$ cat src/rtl/biriscv_divider_param_pkg.sv
// Shared definitions for the iterative RV32M/RV64M divider: the M-extension
// divide opcode match/mask constants, the decoded operation class and small
// decode helpers.
package biriscv_divider_param_pkg;

    // RV32M divide-family encodings (funct7=0000001, OP major opcode)
    localparam logic [31:0] INST_DIV       = 32'h02004033;
    localparam logic [31:0] INST_DIV_MASK  = 32'hfe00707f;
    localparam logic [31:0] INST_DIVU      = 32'h02005033;
    localparam logic [31:0] INST_DIVU_MASK = 32'hfe00707f;
    localparam logic [31:0] INST_REM       = 32'h02006033;
    localparam logic [31:0] INST_REM_MASK  = 32'hfe00707f;
    localparam logic [31:0] INST_REMU      = 32'h02007033;
    localparam logic [31:0] INST_REMU_MASK = 32'hfe00707f;

    // Operation class; also used as the cache tag for the opcode
    typedef enum logic [2:0] {
        OP_NONE = 3'd0,
        OP_DIV  = 3'd1,
        OP_DIVU = 3'd2,
        OP_REM  = 3'd3,
        OP_REMU = 3'd4
    } div_op_e;

    function automatic div_op_e decode_m_op(input logic [31:0] inst);
        div_op_e op;
        op = OP_NONE;
        if ((inst & INST_DIV_MASK) == INST_DIV)        op = OP_DIV;
        else if ((inst & INST_DIVU_MASK) == INST_DIVU) op = OP_DIVU;
        else if ((inst & INST_REM_MASK) == INST_REM)   op = OP_REM;
        else if ((inst & INST_REMU_MASK) == INST_REMU) op = OP_REMU;
        return op;
    endfunction

    function automatic logic op_is_signed(input div_op_e op);
        return (op == OP_DIV) || (op == OP_REM);
    endfunction

    function automatic logic op_is_rem(input div_op_e op);
        return (op == OP_REM) || (op == OP_REMU);
    endfunction

endpackage

$ cat src/rtl/biriscv_divider_param_div_step.sv
// One restoring division step on unsigned magnitudes: shift the next dividend
// bit into the partial remainder, trial-subtract the divisor, keep the
// difference when it does not borrow and shift the quotient bit in.
module biriscv_div_step #(
    parameter int XLEN = 32
) (
    input  logic [XLEN-1:0] rem_i,
    input  logic [XLEN-1:0] quo_i,
    input  logic [XLEN-1:0] divisor_i,
    output logic [XLEN-1:0] rem_o,
    output logic [XLEN-1:0] quo_o
);

    logic [XLEN:0] shifted;
    logic [XLEN:0] diff;

    // Compare/subtract/shift; quo_i doubles as the dividend shift register
    always_comb begin
        shifted = {rem_i, quo_i[XLEN-1]};
        diff    = shifted - {1'b0, divisor_i};
        if (!diff[XLEN]) begin
            rem_o = diff[XLEN-1:0];
            quo_o = {quo_i[XLEN-2:0], 1'b1};
        end else begin
            rem_o = shifted[XLEN-1:0];
            quo_o = {quo_i[XLEN-2:0], 1'b0};
        end
    end

endmodule

$ cat src/rtl/biriscv_divider_param.sv
// Iterative DIV/DIVU/REM/REMU unit. IDLE accepts an instruction, CALC retires
// BITS_PER_CYCLE quotient bits per cycle, DONE strobes the result for one
// cycle. Divide-by-zero, signed overflow and last-result cache hits skip CALC.
// Handshake: an instruction is taken in the cycle opcode_valid_i=1, the opcode
// is a divide-family op, ready_o=1 and flush_i=0; the result appears as a
// single-cycle writeback_valid_o pulse with no back-pressure.
module biriscv_divider_param
    import biriscv_divider_param_pkg::*;
#(
    parameter int XLEN           = 32,
    parameter int BITS_PER_CYCLE = 2,
    parameter int RESULT_CACHE   = 1
) (
    input  logic            clk_i,
    input  logic            rst_ni,
    input  logic            opcode_valid_i,
    input  logic [31:0]     opcode_opcode_i,
    input  logic [XLEN-1:0] opcode_ra_operand_i,
    input  logic [XLEN-1:0] opcode_rb_operand_i,
    input  logic            flush_i,
    output logic            ready_o,
    output logic            busy_o,
    output logic            writeback_valid_o,
    output logic [XLEN-1:0] writeback_value_o
);

    typedef enum logic [1:0] {
        ST_IDLE = 2'd0,
        ST_CALC = 2'd1,
        ST_DONE = 2'd2
    } state_e;

    localparam int              N_ITER   = XLEN / BITS_PER_CYCLE;
    localparam int              CW       = $clog2(N_ITER + 1);
    localparam logic [CW-1:0]   N_LOAD   = CW'(N_ITER);
    localparam logic [CW-1:0]   CNT_ONE  = CW'(1);
    localparam logic [XLEN-1:0] MOST_NEG = {1'b1, {(XLEN-1){1'b0}}};

    state_e          state_q, state_d;
    logic [CW-1:0]   count_q, count_d;
    logic [XLEN-1:0] rem_q, rem_d;
    logic [XLEN-1:0] quo_q, quo_d;
    logic [XLEN-1:0] divisor_q, divisor_d;
    logic            neg_quo_q, neg_quo_d;
    logic            neg_rem_q, neg_rem_d;
    logic            rem_sel_q, rem_sel_d;
    div_op_e         op_q, op_d;
    logic [XLEN-1:0] ra_q, ra_d;
    logic [XLEN-1:0] rb_q, rb_d;
    logic [XLEN-1:0] result_q, result_d;
    logic            cache_valid_q, cache_valid_d;
    div_op_e         cache_op_q, cache_op_d;
    logic [XLEN-1:0] cache_ra_q, cache_ra_d;
    logic [XLEN-1:0] cache_rb_q, cache_rb_d;
    logic [XLEN-1:0] cache_result_q, cache_result_d;

    div_op_e         in_op;
    logic            in_signed;
    logic            in_rem;
    logic            in_a_neg;
    logic            in_b_neg;
    logic            in_div_zero;
    logic            in_overflow;
    logic            in_cache_hit;
    logic            accept;
    logic            wb_valid;

    logic [XLEN-1:0] calc_quo;
    logic [XLEN-1:0] calc_rem;
    logic [XLEN-1:0] calc_result;

    // Restoring step chain: stage 0 is fed from the registers
    logic [XLEN-1:0] chain_rem [BITS_PER_CYCLE+1];
    logic [XLEN-1:0] chain_quo [BITS_PER_CYCLE+1];

    assign chain_rem[0] = rem_q;
    assign chain_quo[0] = quo_q;

    for (genvar g = 0; g < BITS_PER_CYCLE; g++) begin : g_step
        biriscv_div_step #(
            .XLEN(XLEN)
        ) u_step (
            .rem_i     (chain_rem[g]),
            .quo_i     (chain_quo[g]),
            .divisor_i (divisor_q),
            .rem_o     (chain_rem[g+1]),
            .quo_o     (chain_quo[g+1])
        );
    end

    // Decode the offered instruction and classify early-out cases
    always_comb begin
        in_op        = decode_m_op(opcode_opcode_i);
        in_signed    = op_is_signed(in_op);
        in_rem       = op_is_rem(in_op);
        in_a_neg     = in_signed & opcode_ra_operand_i[XLEN-1];
        in_b_neg     = in_signed & opcode_rb_operand_i[XLEN-1];
        in_div_zero  = (opcode_rb_operand_i == '0);
        in_overflow  = in_signed && (opcode_ra_operand_i == MOST_NEG) &&
                       (opcode_rb_operand_i == '1);
        in_cache_hit = (RESULT_CACHE != 0) && cache_valid_q &&
                       (cache_op_q == in_op) &&
                       (cache_ra_q == opcode_ra_operand_i) &&
                       (cache_rb_q == opcode_rb_operand_i);
        accept       = opcode_valid_i && (in_op != OP_NONE) &&
                       (state_q == ST_IDLE) && !flush_i;
    end

    // Sign-correct the final iteration's magnitudes into the architectural result
    always_comb begin
        calc_quo    = neg_quo_q ? ('0 - chain_quo[BITS_PER_CYCLE]) : chain_quo[BITS_PER_CYCLE];
        calc_rem    = neg_rem_q ? ('0 - chain_rem[BITS_PER_CYCLE]) : chain_rem[BITS_PER_CYCLE];
        calc_result = rem_sel_q ? calc_rem : calc_quo;
    end

    // Next-state, datapath and cache update
    always_comb begin
        state_d        = state_q;
        count_d        = count_q;
        rem_d          = rem_q;
        quo_d          = quo_q;
        divisor_d      = divisor_q;
        neg_quo_d      = neg_quo_q;
        neg_rem_d      = neg_rem_q;
        rem_sel_d      = rem_sel_q;
        op_d           = op_q;
        ra_d           = ra_q;
        rb_d           = rb_q;
        result_d       = result_q;
        cache_valid_d  = cache_valid_q;
        cache_op_d     = cache_op_q;
        cache_ra_d     = cache_ra_q;
        cache_rb_d     = cache_rb_q;
        cache_result_d = cache_result_q;
        wb_valid       = 1'b0;

        case (state_q)
            ST_IDLE: begin
                if (accept) begin
                    op_d      = in_op;
                    ra_d      = opcode_ra_operand_i;
                    rb_d      = opcode_rb_operand_i;
                    rem_sel_d = in_rem;
                    if (in_cache_hit) begin
                        result_d = cache_result_q;
                        state_d  = ST_DONE;
                    end else if (in_div_zero) begin
                        result_d = in_rem ? opcode_ra_operand_i : '1;
                        state_d  = ST_DONE;
                    end else if (in_overflow) begin
                        result_d = in_rem ? '0 : opcode_ra_operand_i;
                        state_d  = ST_DONE;
                    end else begin
                        rem_d     = '0;
                        quo_d     = in_a_neg ? ('0 - opcode_ra_operand_i) : opcode_ra_operand_i;
                        divisor_d = in_b_neg ? ('0 - opcode_rb_operand_i) : opcode_rb_operand_i;
                        neg_quo_d = in_a_neg ^ in_b_neg;
                        neg_rem_d = in_a_neg;
                        count_d   = N_LOAD;
                        state_d   = ST_CALC;
                    end
                end
            end
            ST_CALC: begin
                if (flush_i) begin
                    count_d = '0;
                    state_d = ST_IDLE;
                end else begin
                    rem_d   = chain_rem[BITS_PER_CYCLE];
                    quo_d   = chain_quo[BITS_PER_CYCLE];
                    count_d = count_q - CNT_ONE;
                    if (count_q == CNT_ONE) begin
                        result_d = calc_result;
                        state_d  = ST_DONE;
                    end
                end
            end
            ST_DONE: begin
                state_d = ST_IDLE;
                if (!flush_i) begin
                    wb_valid       = 1'b1;
                    cache_valid_d  = 1'b1;
                    cache_op_d     = op_q;
                    cache_ra_d     = ra_q;
                    cache_rb_d     = rb_q;
                    cache_result_d = result_q;
                end
            end
            default: begin
                state_d = ST_IDLE;
            end
        endcase

        // A kill may have squashed the producer of the cached value
        if (flush_i) begin
            cache_valid_d = 1'b0;
        end
    end

    // State and datapath registers
    always_ff @(posedge clk_i or negedge rst_ni) begin
        if (!rst_ni) begin
            state_q        <= ST_IDLE;
            count_q        <= '0;
            rem_q          <= '0;
            quo_q          <= '0;
            divisor_q      <= '0;
            neg_quo_q      <= 1'b0;
            neg_rem_q      <= 1'b0;
            rem_sel_q      <= 1'b0;
            op_q           <= OP_NONE;
            ra_q           <= '0;
            rb_q           <= '0;
            result_q       <= '0;
            cache_valid_q  <= 1'b0;
            cache_op_q     <= OP_NONE;
            cache_ra_q     <= '0;
            cache_rb_q     <= '0;
            cache_result_q <= '0;
        end else begin
            state_q        <= state_d;
            count_q        <= count_d;
            rem_q          <= rem_d;
            quo_q          <= quo_d;
            divisor_q      <= divisor_d;
            neg_quo_q      <= neg_quo_d;
            neg_rem_q      <= neg_rem_d;
            rem_sel_q      <= rem_sel_d;
            op_q           <= op_d;
            ra_q           <= ra_d;
            rb_q           <= rb_d;
            result_q       <= result_d;
            cache_valid_q  <= cache_valid_d;
            cache_op_q     <= cache_op_d;
            cache_ra_q     <= cache_ra_d;
            cache_rb_q     <= cache_rb_d;
            cache_result_q <= cache_result_d;
        end
    end

    assign ready_o           = (state_q == ST_IDLE);
    assign busy_o            = (state_q != ST_IDLE);
    assign writeback_valid_o = wb_valid;
    assign writeback_value_o = result_q;

endmodule

$ cat config.mk
export PLATFORM = sky130hd
export DESIGN_NAME = biriscv_divider_param
export DESIGN_NICKNAME = d
export VERILOG_FILES = /design/src/rtl/biriscv_divider_param_pkg.sv /design/src/rtl/biriscv_divider_param_div_step.sv /design/src/rtl/biriscv_divider_param.sv
export SDC_FILE = /design/constraint.sdc
export NUM_CORES = 1
export LEC_CHECK = 0
export CAP_MARGIN = 10
export CORE_AREA = 3 3 302 304
export CTS_CLUSTER_DIAMETER = 100
export DETAILED_ROUTE_END_ITERATION = 6
export DIE_AREA = 0 0 305 307
export SETUP_SLACK_MARGIN = 0.2
export SLEW_MARGIN = 20
export SYNTH_ARGS = -nofsm -noshare
export SYNTH_HDL_FRONTEND = slang
export SYNTH_HIERARCHICAL = 1
export SYNTH_SLANG_ARGS = --single-unit
$ cat constraint.sdc
create_clock -name clk_i -period 11.8 [get_ports clk_i]
set_input_delay 1.18 -clock clk_i [delete_from_list [all_inputs] [get_ports clk_i]]
set_output_delay 1.18 -clock clk_i [all_outputs]
set_load 0.01 [all_outputs]
==> results of run 1 <==
-- area by class of cell --
cell class	instances	area, µm²
diodes	2	5.005
multi-input cells	1842	13020
flip-flops and latches	305	7632
repair buffers	154	1459
clock buffers	52	1042
fillers	9409	63380
inverters	98	375.4
well taps	1165	1458
clock inverters	16	142.6
-- worst max path at each step --
stage,from,end,slack (ns),cells past startpoint
final,quo_q[31],writeback_value_o[24],1.80,32
after global routing,quo_q[31],writeback_value_o[16],1.25,33
after CTS,quo_q[31],writeback_value_o[24],1.90,32
after detailed placement,quo_q[31],writeback_value_o[24],1.92,32
after global placement,quo_q[31],writeback_value_o[24],2.02,32
after floorplan,quo_q[31],writeback_value_o[24],4.07,34
-- worst max-delay path: cells and delay by family, from the launching register on --
kind | cells | cell delay, ns
muxes | 4 | 1.45
buffers and inverters | 4 | 1.03
AOI/OAI and AO/OA | 13 | 3.02
xor gates and xnor gates | 1 | 0.25
adders and majority gates | 3 | 1.03
DFF | 1 | 0.38
and+or+nand+nor | 7 | 2.66
-- cells in the mapped netlist, types with 32 or more instances --
master,n,area share [%]
nand2b_1,41,1.2
o31ai_1,37,1.3
clkbuf_1,126,2.1
a22o_1,32,1.3
nand2_1,320,5.4
buf_4,67,2.3
nor3_1,51,1.2
nor4_1,40,1.1
ha_1,71,4.0
a21oi_1,95,2.1
nand3_1,57,1.3
a31oi_1,34,0.96
o21ai_0,159,3.6
nand4_1,63,1.8
xnor2_1,132,5.2
mux2_2,107,5.4
mux2_4,38,2.6
xor2_1,88,3.5
a21o_1,43,1.5
nor2_1,65,1.1
dfrtp_1,305,34
inv_1,95,1.6
-- stage by stage --
stage	util, %	power (mW)
finish	28.39	2.498
CTS	28.38	2.520
floorplan	-	1.271
detailed placement	27.05	1.382
global placement	27.05	1.381
global route	28.39	2.582
-- kinds of logic after synthesis --
group | count (synthesis) | synth area share (%)
buffers and inverters | 321 | 7.143
DFF | 305 | 34.42
and+or+nand+nor | 782 | 18.02
AOI/OAI and AO/OA | 585 | 17.66
xor gates and xnor gates | 220 | 8.689
adders and majority gates | 73 | 4.186
muxes | 182 | 9.885
-- sequential cells by signal, indices dropped and copies added, names as in the netlist --
signal and count:
cache_ra_q 32, cache_rb_q 32, cache_result_q 32, divisor_q 32
quo_q 32, ra_q 32, rb_q 32, rem_q 32
writeback_value_o 32, count_q 5, cache_op_q 3, op_q 3
state_q 2, cache_valid_q 1, neg_quo_q 1, neg_rem_q 1
rem_sel_q 1
-- layer usage --
metal / routed length [µm] / share of wire (%)
met1: 32610 / 44
met2: 34600 / 46
met3: 5012 / 6.7
met4: 2642 / 3.5
met5: 13 / 0.017
-- power by group --
group          total [mW]  leakage, nW  internal, mW  switching (mW)
Combinational       0.305         5.82         0.114           0.191
Clock                1.13        0.590         0.645           0.487
Sequential           1.06         4.17          1.05         0.00937
Total                2.50         10.6          1.81           0.687
==> out/metrics.yaml, run 1 <==
global_route:
  met1_usage_pct: 20.53
  antenna_found_initial: 3
  use_met3_pct: 2.879
  grt_max_degree: 118
  grt-ovfl-total: 0
  top_usage_layer: "met2"
  met2_usage_pct: 25.60
  grt_pass1_wl_um: 113200
  track_usage_pct: 15.57
  grt_pass1_vias: 18050
clock_network:
  hold_buffers: 0
  cts_root_buffer: "clkbuf_16"
  clockBufferDepth: 3
  clk_pin_slew_ns: 0.06
  cts_buffers: 37
  cts_setup_buffers: 0
  cts_sinks: 305
  htree_levels: 2
  ctsResizeCount: 0
  insertion_delay_ns: 0.58
  cts_tree: "yes"
setup_path:
  start_kind: "flip-flop"
  r2r_start: "quo_q[31]"
  cp.required_ns: 12.23
  path_max_fanout: 27
  critPathKind: "flip-flop to flip-flop"
  reg2reg_slack_ns: 1.80
  crit-reg2reg-capture: "writeback_value_o[24]"
  critPathMaxStageDelay_ns: 0.75
  cp_common_cell: "o2111ai_1"
  slowest_stage: "or4b_2"
  endpoint_kind: "flip-flop"
  arrival_ns: 10.43
  reg2regPathDepth: 32
routing:
  dr.pass1.iters: 5
  ant_nets: 0
  wl_um: 74880
  viasPerCell: 5.122
  drc: 0
  wire_per_inst_um: 20.61
  drtIter0Drc: 1492
  vias: 18620
final_layout:
  area_growth_pct: 13.32
  final_area_mm2: 0.02513
  nets: 2611
  final_common_cell: "nand2_1"
  layout_common_cells: "320 x nand2_1, 305 x dfrtp_1, 159 x o21ai_0, 132 x xnor2_1, 118 x clkdlybuf4s50_1"
  finalNonFillerCells: 3634
  drive_gt1_share_pct: 12.08
floorplanning:
  core-area_mm2: 0.08851
  rows: 109
  start_util_pct: 25.05
  chipHeight_um: 307
  ios: 135
  die_w_um: 305
  die_area_mm2: 0.09364
synthesis:
  synthesis.nets: 2641
  ys_types: 108
  syn_area_mm2: 0.02218
  avgSynthCellArea_um2: 8.986
  synth.yosys.seq_area_share_pct: 34.42
  synthArstFlopShare_pct: 100.0
  synth-edff-count: 0
  synth_warnings: 6
  syn_inst: 2468
  synth-main-ff-cell: "dfrtp_1"
  ys_seq_elements: 305
sta:
  layout_min_cycle_time_ns: 10.00
  tightest_slew_ns: 0.9616
  skew_ns: 0.03219
  setup_tns_ns: 0
  min_period_over_period_pct: 84.75
  rsz0062_at_grt: "no"
  hold_viol: 0
  finalSetupViolCount: 0
  timing.fmax_ghz: 0.09999
  maxSlewViolCount: 0
  whs_ns: 0.4620
  slew_headroom_pct: 35.89
  worst_slack_ns: 1.799
run:
  cap_violations: 0
power_and_ir_drop:
  p_per_area_mw_per_mm2: 99.40
  ir_worst_vdd_uv: 89.84
  p_leak_nw: 10.58
placed_design:
  placement.io_buffers: 119
  place_ws_ns: 1.919
  dp.cells: 3564
  gp_congestion: 0.9047
  dp_hpwl_um: 55370
  place_area_mm2: 0.02394
hold_path:
  hp-start: "ra_q[9]"
  holdPathEnd: "ra_q[9]"
  worstHoldPathType: "flip-flop to flip-flop"
  hold_depth: 2
run_status:
  run_status: "complete, no violations"
Note: power is estimated with default switching activity, not from simulation.
==> run 2: changes to the inputs <==
==> constraint.sdc (replaced) <==
create_clock -name clk_i -period 8.3 [get_ports clk_i]
set_input_delay 0.83 -clock clk_i [delete_from_list [all_inputs] [get_ports clk_i]]
set_output_delay 0.83 -clock clk_i [all_outputs]
set_load 0.01 [all_outputs]
==> out/metrics.yaml, run 2 (synthesis gave the netlist of run 1 again) <==
run_status:
  run_status: "finished with violations"
  violations: "design-rule violations"
sta:
  maxSlewViolCount: 0
  tightest_slew_ns: 1.321
  timing.fmax_ghz: 0.1285
  min_period_over_period_pct: 93.78
  hold_viol: 0
  finalSetupViolCount: 0
  slew_headroom_pct: 11.94
  skew_ns: 0.03370
  layout_min_cycle_time_ns: 7.784
  rsz0062_at_grt: "no"
  whs_ns: 0.1737
  setup_tns_ns: 0
power_and_ir_drop:
  p_seq_share_pct: 42.3
  p_leak_nw: 11.20
  power_mw: 3.569
  clock_power_share_pct: 43.3
  p_per_area_mw_per_mm2: 136.0
  internal_power_mw: 2.600
  p_sw_share_pct: 27.16
  ir_worst_vdd_uv: 111.0
  power_switching_mw: 0.9694
  comb_power_share_pct: 14.4
clock_network:
  insertion_delay_ns: 0.57
  cts_sinks: 305
  clockBufferDepth: 3
  htree_levels: 2
  cts_tree: "yes"
  cts_root_buffer: "clkbuf_16"
  cts_buffers: 36
  clk_pin_slew_ns: 0.06
floorplanning:
  die_area_mm2: 0.09364
  start_util_pct: 25.05
  die_w_um: 305
  rows: 109
  ios: 135
  chipHeight_um: 307
  core-area_mm2: 0.08851
setup_path:
  critPathKind: "flip-flop to flip-flop"
  endpoint_kind: "flip-flop"
  start_kind: "flip-flop"
  critPathMaxStageDelay_ns: 0.43
  slowest_stage: "or3_4"
  reg2regPathDepth: 34
  path_max_fanout: 8
  cp.required_ns: 8.73
  arrival_ns: 8.21
placed_design:
  placement.io_buffers: 119
  dp_hpwl_um: 58000
  place_area_mm2: 0.02485
  gp_congestion: 0.9253
global_route:
  track_usage_pct: 16.03
  grt-ovfl-total: 0
  grt_max_degree: 176
  grt_pass1_vias: 18690
  antenna_found_initial: 1
  grt_pass1_wl_um: 116800
final_layout:
  multi_input_area_mm2: 0.01324
  layout_common_cells: "320 x nand2_1, 305 x dfrtp_1, 158 x o21ai_0, 149 x buf_4, 131 x xnor2_1"
  diodes: 0
  drive_gt1_share_pct: 17.07
  area_growth_pct: 18.35
  final_area_mm2: 0.02625
  fillers: 9283
  nets: 2730
  final_common_cell: "nand2_1"
  area.sequential_mm2: 0.007632
routing:
  wire_per_inst_um: 20.70
  dr.pass1.iters: 7
  vias: 19210
  wl_um: 77480
  ant_nets: 0
  drc: 1
  viasPerCell: 5.131
  drtIter0Drc: 1673
hold_path:
  worstHoldPathType: "input pin to asynchronous set/reset pin"
run:
  cap_violations: 0
[run 2: cell types whose count changed in the layout (fill, tap and decap cells not counted), moves of 3 or more]
cell | before | now
buf_12 | 0 | 4
buf_4 | 35 | 149
clkinv_2 | 9 | 3
o2111ai_1 | 13 | 10
o2111ai_2 | 1 | 4
o31ai_1 | 37 | 31
o31ai_2 | 0 | 4
o41ai_1 | 28 | 22
o41ai_2 | 0 | 5
[run 2: power groups by stage]
stage	clock network (mW)	registers [mW]	logic, mW
final	1.55	1.51	0.514
after global routing	1.63	1.51	0.545
after CTS	1.57	1.51	0.488
after detailed placement	0	1.54	0.484
after global placement	0	1.54	0.483
after floorplan	0	1.53	0.282
[run 2: what timing repair did]
| action | in CTS | in global routing |
|---|---|---|
| endpoints found under the setup margin | 3 | 19 |
| setup buffers | 1 | 1 |
| resized for setup | 5 | 39 |
| hold buffers | 0 | 0 |
| pin swaps | 3 | 19 |
[run 2: worst max-delay path, delay by kind of cell, from the launching register on]
kind | cells | cell delay [ns]
xor gates and xnor gates | 1 | 0.31
adders and majority gates | 3 | 0.87
AOI/OAI and AO/OA | 11 | 2.24
DFF | 1 | 0.34
and+or+nand+nor | 9 | 2.14
muxes | 4 | 1.06
buffers and inverters | 6 | 0.69
[run 2: layout make-up]
type                            instances  share of cell area [%]
Inverter                               98                   1.430
Tap cell                             1165                   5.554
Clock inverter                          6                  0.2670
Multi-Input combinational cell       1842                   50.45
Sequential cell                       305                   29.08
Clock buffer                           53                   3.943
Timing Repair Buffer                  274                   9.272
[run 2: final timing paths]
kind | to | from | slack, ns
hold / removal | rb_q[14] | rst_ni | 0.17
setup / recovery | writeback_value_o[19] | quo_q[31] | 0.52
max in group asynchronous | cache_result_q[26] | rst_ni | 6.76
hold reg to reg | rb_q[30] | rb_q[30] | 0.46
min in group clk_i | rb_q[30] | rb_q[30] | 0.46
setup reg to reg | writeback_value_o[19] | quo_q[31] | 0.52
[run 2: stage by stage]
step | setup WS [ns] | utilization (%) | instances
finish | 0.5160 | 29.65 | 3743
global route | 0.2036 | 29.65 | 3743
CTS | 0.2226 | 29.36 | 3741
detailed placement | 0.1077 | 28.08 | 3681
global placement | 0.06362 | 28.08 | 3681
floorplan | 0.5705 | - | 2468
[run 2: routing by layer]
layer / up-vias / global-route usage, % / part of all wire [%]
met5: - / 0 / 0
met4: 0 / 5.104 / 2.8
met3: 108 / 2.955 / 7.2
met1: 9415 / 21.14 / 43
met2: 664 / 26.55 / 47
li1: 9019 / - / -
